--- src/rtl/ram_arbiter.sv ---
// Two-master arbiter for the single RAM transaction port: per-transaction
// round-robin grant, response steering to the owner, and a stall watchdog.
module ram_arbiter #(
    parameter int TIMEOUT = 256,
    parameter int CNT_W   = 16
) (
    input  logic        clk,
    input  logic        rst_n,

    input  logic        m0_txs,
    input  logic        m0_re,
    input  logic        m0_we,
    input  logic [63:0] m0_addr,
    input  logic [31:0] m0_wd,
    output logic        m0_txe,
    output logic        m0_err,
    output logic [31:0] m0_rd,

    input  logic        m1_txs,
    input  logic        m1_re,
    input  logic        m1_we,
    input  logic [63:0] m1_addr,
    input  logic [31:0] m1_wd,
    output logic        m1_txe,
    output logic        m1_err,
    output logic [31:0] m1_rd,

    output logic        ram_txs,
    output logic        ram_re,
    output logic        ram_we,
    output logic [63:0] ram_addr,
    output logic [31:0] ram_wd,
    input  logic        ram_txe,
    input  logic        ram_err,
    input  logic [31:0] ram_out,

    output logic [1:0]  grant,
    output logic        busy,
    output logic [1:0]  dbg_state
);

    // Handshake: a master owns the bus from the cycle after its grant until
    // the cycle after it drops txs; ram_txe/ram_err only count while BUSY.
    typedef enum logic [1:0] {
        S_IDLE  = 2'd0,
        S_BUSY  = 2'd1,
        S_ABORT = 2'd2
    } state_t;

    localparam logic [CNT_W-1:0] LIMIT = CNT_W'((TIMEOUT > 0) ? TIMEOUT - 1 : 0);

    state_t           state_q, state_d;
    logic [1:0]       grant_q, grant_d;
    logic             last_q, last_d;   // 1: m1 was served last, m0 wins a tie
    logic [CNT_W-1:0] cnt_q, cnt_d;

    logic        own1;
    logic        o_txs, o_re, o_we;
    logic [63:0] o_addr;
    logic [31:0] o_wd;

    assign own1   = grant_q[1];
    assign o_txs  = own1 ? m1_txs  : m0_txs;
    assign o_re   = own1 ? m1_re   : m0_re;
    assign o_we   = own1 ? m1_we   : m0_we;
    assign o_addr = own1 ? m1_addr : m0_addr;
    assign o_wd   = own1 ? m1_wd   : m0_wd;

    always_ff @(posedge clk or negedge rst_n) begin
        if (!rst_n) begin
            state_q <= S_IDLE;
            grant_q <= 2'b00;
            last_q  <= 1'b1;
            cnt_q   <= '0;
        end else begin
            state_q <= state_d;
            grant_q <= grant_d;
            last_q  <= last_d;
            cnt_q   <= cnt_d;
        end
    end

    always_comb begin
        state_d  = state_q;
        grant_d  = grant_q;
        last_d   = last_q;
        cnt_d    = cnt_q;
        ram_txs  = 1'b0;
        ram_re   = 1'b0;
        ram_we   = 1'b0;
        ram_addr = '0;
        ram_wd   = '0;
        m0_txe   = 1'b0;
        m0_err   = 1'b0;
        m0_rd    = '0;
        m1_txe   = 1'b0;
        m1_err   = 1'b0;
        m1_rd    = '0;

        case (state_q)
            S_IDLE: begin
                cnt_d = '0;
                if (m0_txs && (!m1_txs || last_q)) begin
                    state_d = S_BUSY;
                    grant_d = 2'b01;
                    last_d  = 1'b0;
                end else if (m1_txs) begin
                    state_d = S_BUSY;
                    grant_d = 2'b10;
                    last_d  = 1'b1;
                end
            end

            S_BUSY: begin
                ram_txs  = o_txs;
                ram_re   = o_re;
                ram_we   = o_we;
                ram_addr = o_addr;
                ram_wd   = o_wd;
                if (own1) begin
                    m1_txe = ram_txe;
                    m1_err = ram_err;
                    m1_rd  = ram_out;
                end else begin
                    m0_txe = ram_txe;
                    m0_err = ram_err;
                    m0_rd  = ram_out;
                end

                // Release takes priority over a watchdog expiry in the same cycle.
                if (!o_txs) begin
                    state_d = S_IDLE;
                    grant_d = 2'b00;
                    cnt_d   = '0;
                end else if ((TIMEOUT > 0) && (o_re || o_we) && !ram_txe) begin
                    if (cnt_q == LIMIT) begin
                        state_d = S_ABORT;
                        cnt_d   = '0;
                    end else begin
                        cnt_d = cnt_q + CNT_W'(1);
                    end
                end else begin
                    cnt_d = '0;
                end
            end

            S_ABORT: begin
                cnt_d = '0;
                if (own1) begin
                    m1_txe = 1'b1;
                    m1_err = 1'b1;
                end else begin
                    m0_txe = 1'b1;
                    m0_err = 1'b1;
                end
                if (!o_txs) begin
                    state_d = S_IDLE;
                    grant_d = 2'b00;
                end
            end

            default: begin
                state_d = S_IDLE;
                grant_d = 2'b00;
                cnt_d   = '0;
            end
        endcase
    end

    assign grant     = grant_q;
    assign busy      = (state_q != S_IDLE);
    assign dbg_state = state_q;

endmodule

--- config.mk ---
export PLATFORM = sky130hd
export DESIGN_NAME = ram_arbiter
export DESIGN_NICKNAME = d
export VERILOG_FILES = /design/src/rtl/ram_arbiter.sv
export SDC_FILE = /design/constraint.sdc
export NUM_CORES = 1
export LEC_CHECK = 0
export CORE_AREA = 2 2 159 161
export CTS_CLUSTER_DIAMETER = 40
export DETAILED_ROUTE_END_ITERATION = 8
export DIE_AREA = 0 0 161 163
export GPL_TIMING_DRIVEN = 0
export PLACE_DENSITY = 0.54
export RECOVER_POWER = 50
export SLEW_MARGIN = 20
export SYNTH_ARGS = -nofsm -noshare
export SYNTH_HDL_FRONTEND = slang
export SYNTH_SLANG_ARGS = --single-unit
--- constraint.sdc ---
create_clock -name clk -period 2.1 [get_ports clk]
set_input_delay 0.21 -clock clk [delete_from_list [all_inputs] [get_ports clk]]
set_output_delay 0.21 -clock clk [all_outputs]
set_load 0.05 [all_outputs]
# ---- Yosys cells after proc, flatten, opt, wreduce, memory -nomap -nowiden
# Index checks and enable logic that the tools add are counted.
dict set report op_classes {
  addsub 1
  mul 0
  n_div 0
  magnitude_cmp 0
  eq_ne 8
  shifts 0
  n_mux 40
  n_bitwise 0
  reduce_logical 13
}
# cell count
set ops {}
lappend ops {{$mux 32} 6}
lappend ops {{$mux 64} 2}
lappend ops {{$mux 16} 4}
lappend ops {{$add 16x1->16 const B} 1}
lappend ops {{$eq 16x8->1 const B} 1}
lappend ops {{$mux 2} 8}
lappend ops {{$mux 1} 14}
lappend ops {{$ne 3x3->1 const B} 3}
lappend ops {{$pmux 1 s2} 4}
lappend ops {{$pmux 2 s3} 1}
lappend ops {{$ne 2x2->1 const B} 2}
lappend ops {{$pmux 2 s2} 1}
lappend ops {{$reduce_and 2->1} 2}
lappend ops {{$reduce_and 4->1} 1}
lappend ops {{$reduce_bool 2->1} 2}
lappend ops {{$eq 2x1->1 const B} 1}
lappend ops {{$eq 2x2->1 const B} 1}
lappend ops {{$logic_and 1x1->1} 2}
lappend ops {{$logic_not 1->1} 2}
lappend ops {{$logic_not 2->1} 1}
lappend ops {{$logic_or 1x1->1} 2}
lappend ops {{$reduce_or 2->1} 1}
dict set report word_totals {
  register_bits 21
  latch_bits 0
  mem_bits_rw 0
  rom_bits 0
  out_inout_bits 172
  mem_count 0
}

# ---- Depth between registers and ports, before layout
dict set report logic_depth {
  depth_word 6
  mapped_depth 8
  depth_no_buf 6
}

# ---- Worst setup path after synthesis
# No wires, ideal clock.
dict set report synth_path {
  path_kind {flip-flop to output port}
  start {reg state_q[1], in the netlist dbg_state[1]}
  end {out ram_addr[0]}
  t_arrival_ps 2305
  required_time_ps 1890
  setup_slack_ps -415
  stages_incl_launch_ff 7
  n_path_buf 3
  cell_sequence {dfrtp_1 > inv_1 > ha_1 > clkbuf_1 > clkbuf_1 > clkbuf_1 > nor2b_1}
}
dict set report synth_between {
  elab_chain_len 2
}
# element line
set synth_rtl {}
lappend synth_rtl {{from (decl)} 52} ;# state_t state_q, state_d;
lappend synth_rtl {{from (signal assigned)} 76} ;# state_q <= state_d;
lappend synth_rtl {{$eq 2x1->1} 100} ;# case (state_q)
lappend synth_rtl {{$mux 64} 100}
lappend synth_rtl {{to (decl)} 31} ;# output logic [63:0] ram_addr,
# No other way between the ends.

# ---- Final worst setup path
dict set report layout_path {
  start {reg grant_q[1], in the netlist grant[1]}
  end {out ram_addr[13]}
}
dict set report layout_between {
  elab_chain_len 2
}
# element line
set layout_rtl {}
lappend layout_rtl {{from (decl)} 53} ;# logic [1:0] grant_q, grant_d;
lappend layout_rtl {{from (signal assigned)} 77} ;# grant_q <= grant_d;
lappend layout_rtl {{$mux 64} 66} ;# assign o_addr = own1 ? m1_addr : m0_addr;
lappend layout_rtl {{$mux 64} 100}
# No other way between the ends.

==> flow_summary.yaml <==
status:
  status: "complete, no violations"
sta:
  hold_viol_final: 0
  setup_viol: 0
  final.min_clock_period_ns: 2.019
  clock_skew_ns: 0.003889
  fin_tns_setup_ns: 0
  worst_pin_slew_ns: 1.185
  setup_ws_ns: 0.08142
  timing.hold.ws_ns: 0.4914
  fmax_mhz: 495.4
  rsz0062_at_grt: "yes"
  drv_slew: 0
  period_share: 0.9612
  slew_headroom: 0.2101
worst_hold_path:
  hold_class: "flop to flop"
  hp-start: "cnt_q[0]$_DFF_PN0_"
  worstHoldPathCells: 1
  min_to: "cnt_q[0]$_DFF_PN0_"
power_and_ir_drop:
  p_sw_w: 0.006891
  power.total_w: 0.01120
  powerDensity_nw_per_um2: 1409
  p_int_w: 0.004313
  seqPwrFrac: 0.044
  ir_drop_mv: 0.5742
  swShare: 0.6151
  p_comb_frac: 0.919
  p_leak_nw: 3.473
  p_clk_frac: 0.037
critical_path:
  r2r_slack_ns: 0.13
  worst-setup-path-type: "flop to primary output"
  arrival_ns: 1.81
  cp.required_ns: 1.89
  rr_worst_depth: 8
  start_kind: "flop"
  crit_fanout: 10
  worst_setup_path_end_kind: "primary output"
  worstReg2RegEnd: "cnt_q[6]$_DFF_PN0_"
  reg2reg_from: "cnt_q[0]$_DFF_PN0_"
drt:
  routed_via_density: 3.911
  drt_iter0_drc: 173
  antenna_left: 0
  dr.pass1.iters: 4
  wl_per_cell_um: 17.48
  route.detailed.drc: 0
  wl_um: 20260
  vias: 4533
cts:
  cts-root-buf: "clkbuf_16"
  cts_buffer_depth: 2
  htree_levels: 1
  cts.sinks: 21
  path_clk_slew_ns: 0.06
  tritoncts: "built"
  clock_latency_ns: 0.26
  cts_buffers: 3
global_routing:
  grt_usage: 0.1410
  grt_pass1_vias: 4360
  grt_max_degree: 22
  antenna_found_initial: 0
  grt-ovfl-total: 0
  grt_pass1_wl_um: 28540
finish:
  diodes: 0
  fillers: 2714
  final-seq-area_sq_um: 529.3
  nNetsFinal: 1068
  drive_above_1_share: 0.3993
  final_area_sq_um: 7953
  multi_input_area_sq_um: 3005
  area_delta_synth_final_pct: 134.8
logic_synthesis:
  async_flop_share: 1.000
  synth_area_sq_um: 3387
  synth-edff-count: 0
  postSynthNetCount: 657
  synth_warnings: 0
  ys_seq_area_frac: 0.1555
  syn_avg_cell_area_sq_um: 8.084
  synth_seq_cells: 21
  synthFlopType: "dfrtp_1"
  syn_inst: 419
  ys_types: 41
placement:
  gp_congestion: 0.7419
  dpl_cell_area_sq_um: 8154
  pre_cts_slack_ns: -1.195
  io_buffers: 405
  dp_hpwl_um: 17260
floorplanning:
  die_h_um: 163
  core-area_sq_um: 24670
  start_util: 0.1373
  io_pins: 406
  rows: 58
  dieArea_sq_um: 26240
  die_x_um: 161
job:
  maxCapViolations: 0
repair_timing:
item                                   CTS  global route
setup endpoints to repair              168           141
resized for setup                      853           174
hold buffers                             0             1
setup buffers                            0             1
endpoints found under the hold margin    0            20
placed cells by master, fill, tap and decap left out, drive strengths merged, types with 2 or more instances in the layout:
cell             n
a21oi            6
a31oi            2
and2            32
and3            34
and4             3
buf            119
clkbuf          73
clkdlybuf4s15   10
clkdlybuf4s18    4
clkdlybuf4s50  233
dfrtp           20
dlygate4sd2      2
dlygate4sd3      4
ha               4
inv              8
mux2i           99
nand2           10
nand2b           3
nand3            4
nand4            5
nor2            19
nor2b           99
nor3             4
nor4             4
o21ai            3
xnor2            7
xor2             5
final cells by class:
cell class / count / share of cell area
well taps: 330 / 0.05192
clock buffers: 3 / 0.009440
flip-flops and latches: 21 / 0.06655
clock inverters: 1 / 0.0006293
multi-input cells: 354 / 0.3779
plain buffers: 35 / 0.03682
inverters: 8 / 0.003776
repair buffers: 407 / 0.4530
synth_stat cells, types with 2 or more instances:
cell	instances	area [sq um]
mux2i_1	99	991.0
nor2b_1	99	619.3
and3_1	34	212.7
and2_1	32	200.2
clkbuf_1	22	82.58
dfrtp_1	20	500.5
nand2_1	10	37.54
buf_2	9	45.04
nor2_1	9	33.78
inv_1	8	30.03
nor2_4	8	90.09
xnor2_1	7	61.31
a21oi_1	6	30.03
nand4_1	5	31.28
xor2_1	5	43.79
ha_1	4	50.05
nand3_1	4	20.02
nor4_1	4	25.02
buf_1	3	11.26
nand2b_1	3	18.77
nor3_1	3	15.01
o21ai_0	3	15.01
a31oi_1	2	12.51
and4_4	2	22.52
nor2_2	2	12.51
stage by stage:
| step | utilization | std cells |
|---|---|---|
| floorplan | - | 419 |
| global placement | 0.3305 | 1154 |
| detailed placement | 0.3305 | 1154 |
| CTS | 0.3170 | 1157 |
| global route | 0.3223 | 1159 |
| finish | 0.3223 | 1159 |
flip-flops by register name, summed over array words and instances (netlist names):
name	count
cnt_q	16
dbg_state	2
grant	2
last_q	1
layer usage:
metal | share of wire | GRT usage
met5 | 0 | 0
met2 | 0.51 | 0.2495
met1 | 0.42 | 0.1825
met4 | 0.0045 | 0.01055
met3 | 0.066 | 0.03183
worst max-delay path: stages (launching register included):
cell and delay [ns]:
dfrtp_1 0.38, buf_6 0.19, buf_2 0.35, mux2i_1 0.35, nor2b_4 0.06, clkbuf_4 0.21
power by group through the flow:
stage / clock [W] / sequential, W / combinational [W]
after floorplan: 0 / 0.000585 / 0.00697
after global placement: 0 / 0.000496 / 0.0106
after detailed placement: 0 / 0.000497 / 0.0106
after CTS: 0.000423 / 0.000495 / 0.0101
after global routing: 0.000446 / 0.000501 / 0.0108
final: 0.000411 / 0.000495 / 0.0103
how the worst max path moves through the flow:
stage                              from           end
3_3_place_gp   dbg_state[1]$_DFFE_PN0P_  ram_addr[46]
6_report           grant[1]$_DFFE_PN0P_  ram_addr[13]
2_1_floorplan  dbg_state[1]$_DFFE_PN0P_   ram_addr[0]
4_1_cts        dbg_state[1]$_DFFE_PN0P_  ram_addr[23]
5_1_grt        dbg_state[1]$_DFFE_PN0P_  ram_addr[15]
3_5_place_dp   dbg_state[1]$_DFFE_PN0P_  ram_addr[46]
cells by family after synthesis:
kind of cell    count (synthesis)  share of synthesized area
mux                           100                     0.2959
fa+ha+maj                       4                    0.01478
compound gates                 17                    0.03288
xor+xnor                       12                    0.03103
buf+inv                        44                    0.05911
simple gates                  221                     0.4108
flops                          21                     0.1555
(Power assumes the default switching activity.)
==> patch (same settings) <==
Register the output `m0_err`, with the module's reset; this adds one clock of latency there. The other outputs are not delayed to match.
--- a/src/rtl/ram_arbiter.sv
+++ b/src/rtl/ram_arbiter.sv
@@ -51,2 +51,4 @@
 
+    logic m0_err_d;
+
     state_t           state_q, state_d;
@@ -93,3 +95,3 @@
         m0_txe   = 1'b0;
-        m0_err   = 1'b0;
+        m0_err_d = 1'b0;
         m0_rd    = '0;
@@ -125,3 +127,3 @@
                     m0_txe = ram_txe;
-                    m0_err = ram_err;
+                    m0_err_d = ram_err;
                     m0_rd  = ram_out;
@@ -153,3 +155,3 @@
                     m0_txe = 1'b1;
-                    m0_err = 1'b1;
+                    m0_err_d = 1'b1;
                 end
@@ -173,2 +175,10 @@
 
+    always_ff @(posedge clk or negedge rst_n) begin
+        if (!rst_n) begin
+            m0_err <= '0;
+        end else begin
+            m0_err <= m0_err_d;
+        end
+    end
+
 endmodule
Behaviour: not the same (a bounded check fails within 4 cycles, from zero or initial values and one cycle with rst_n low).
==> patch against the original RTL <==
Cell area is 0.69% lower; global-route usage is 0.10 points higher; total power is 1.3% higher; sequential cell count is 1 higher; setup slack worse by 0.016 ns; largest power group unchanged; area after synthesis is 1.8% lower; first-iteration DRC count is 18% lower; wire length is 2.3% lower; cell count hardly changed.
==> patch: results (changes against the original RTL) <==
WS Path Type flip-flop to flip-flop (was flip-flop to primary output); DRT iter0 DRCs 142 (was 173); gpl congestion 0.811 (was 0.742); Switch Pwr 6.88 mW (was 6.89 mW); largest net degree at the start of global routing 23 (was 22); Clock Skew 0.00593 ns (was 0.00389 ns); GRT met1 Usage 15.0% (was 18.3%); data arrival time of the critical path 2.17 ns (was 1.81 ns); Syn Nets 656 (was 657); Post-CTS Setup Bufs 0 (unchanged); Placed Instances 1153 (was 1154); Cells after Synth 418 (was 419); routed wire length 19800 µm (was 20300 µm); Placed Area 8120 µm² (was 8150 µm²); worst vdd ir 0.619 mV (was 0.574 mV); met2 WL 10700 µm (was 10300 µm); Max-Slew Margin vs Limit 17.2% (was 21.0%); post-CTS sizing 954 (was 853); status finished, final reports clean (unchanged); vias in the first global route 4793 (was 4360); Seq group 0.532 mW (was 0.495 mW); Leak 3.49 nW (was 3.47 nW); Post-Route M1 WL 7200 µm (was 8510 µm); routed wl met3 1770 µm (was 1330 µm); Total GRT Usage 14.2% (was 14.1%); global-route wire length before repair 28900 µm (was 28500 µm); Logic power comb 10.3 mW (about the same); worst r2r dst cnt_q[10] (was cnt_q[6]); Synth area leaders mux2i_1 30%, nor2b_1 19%, dfrtp_1 16% (was mux2i_1 29%, nor2b_1 18%, dfrtp_1 15%); CP max FO 10 (unchanged); share of layout cells above drive strength 1 40.8% (was 39.9%); nets 1069 (was 1068); Pre-antenna DRT Iters 4 (unchanged); setup ws final 0.0654 ns (was 0.0814 ns); final std cells w/o fill 1160 (was 1159); post-DR vias/cell 3.95 (was 3.91); Max Used Layer met4 (unchanged); R2R Path Start cnt_q[12] (was cnt_q[0]); sequential share of the synthesized area 16.6% (was 15.6%); Reg2Reg Depth 6 (was 8); top cells by count, synth 100 x nor2b_1, 99 x mux2i_1, 34 x and3_1 (was 99 x mux2i_1, 99 x nor2b_1, 34 x and3_1); post-detail-place hpwl 17100 µm (was 17300 µm); P per Cell Area 1440 nW/µm² (was 1410 nW/µm²); Distinct cells, synth 37 (was 41); Setup WS pre-CTS -1.48 ns (was -1.20 ns); worst reg-to-reg setup slack 0.07 ns (was 0.13 ns); worst hold margin 0.483 ns (was 0.491 ns); Port Buffers 405 (unchanged)
## patch: cell families (layout without fill, tap and decap cells)
family	count (synthesis)	in the layout	synth area share, %
adder cells (fa/ha/maj)	4	4	1.50
multiplexers	100	100	30.1
AND/OR/NAND/NOR	218	218	39.1
buffers and inverters	43	455	5.87
AO/OA/AOI/OAI	19	19	3.61
XOR/XNOR	12	12	3.16
flip-flops	22	22	16.6
## patch: critical path, stage by stage, from the launching register on
cell and delay [ns]:
dfrtp_1 0.43, or4_1 0.55, nor4_1 0.43, or3b_1 0.19, buf_6 0.13, buf_12 0.13, nor2_1 0.05
## patch: final cells by class
type | instances | area (µm²)
fill | 2694 | 16800
timing repair buffer | 409 | 3580
inverter | 7 | 26.3
buffer | 35 | 283
clock inverter | 1 | 30.0
tap | 330 | 413
sequential | 22 | 554
clock buffer | 3 | 75.1
multi-input combinational | 353 | 2940
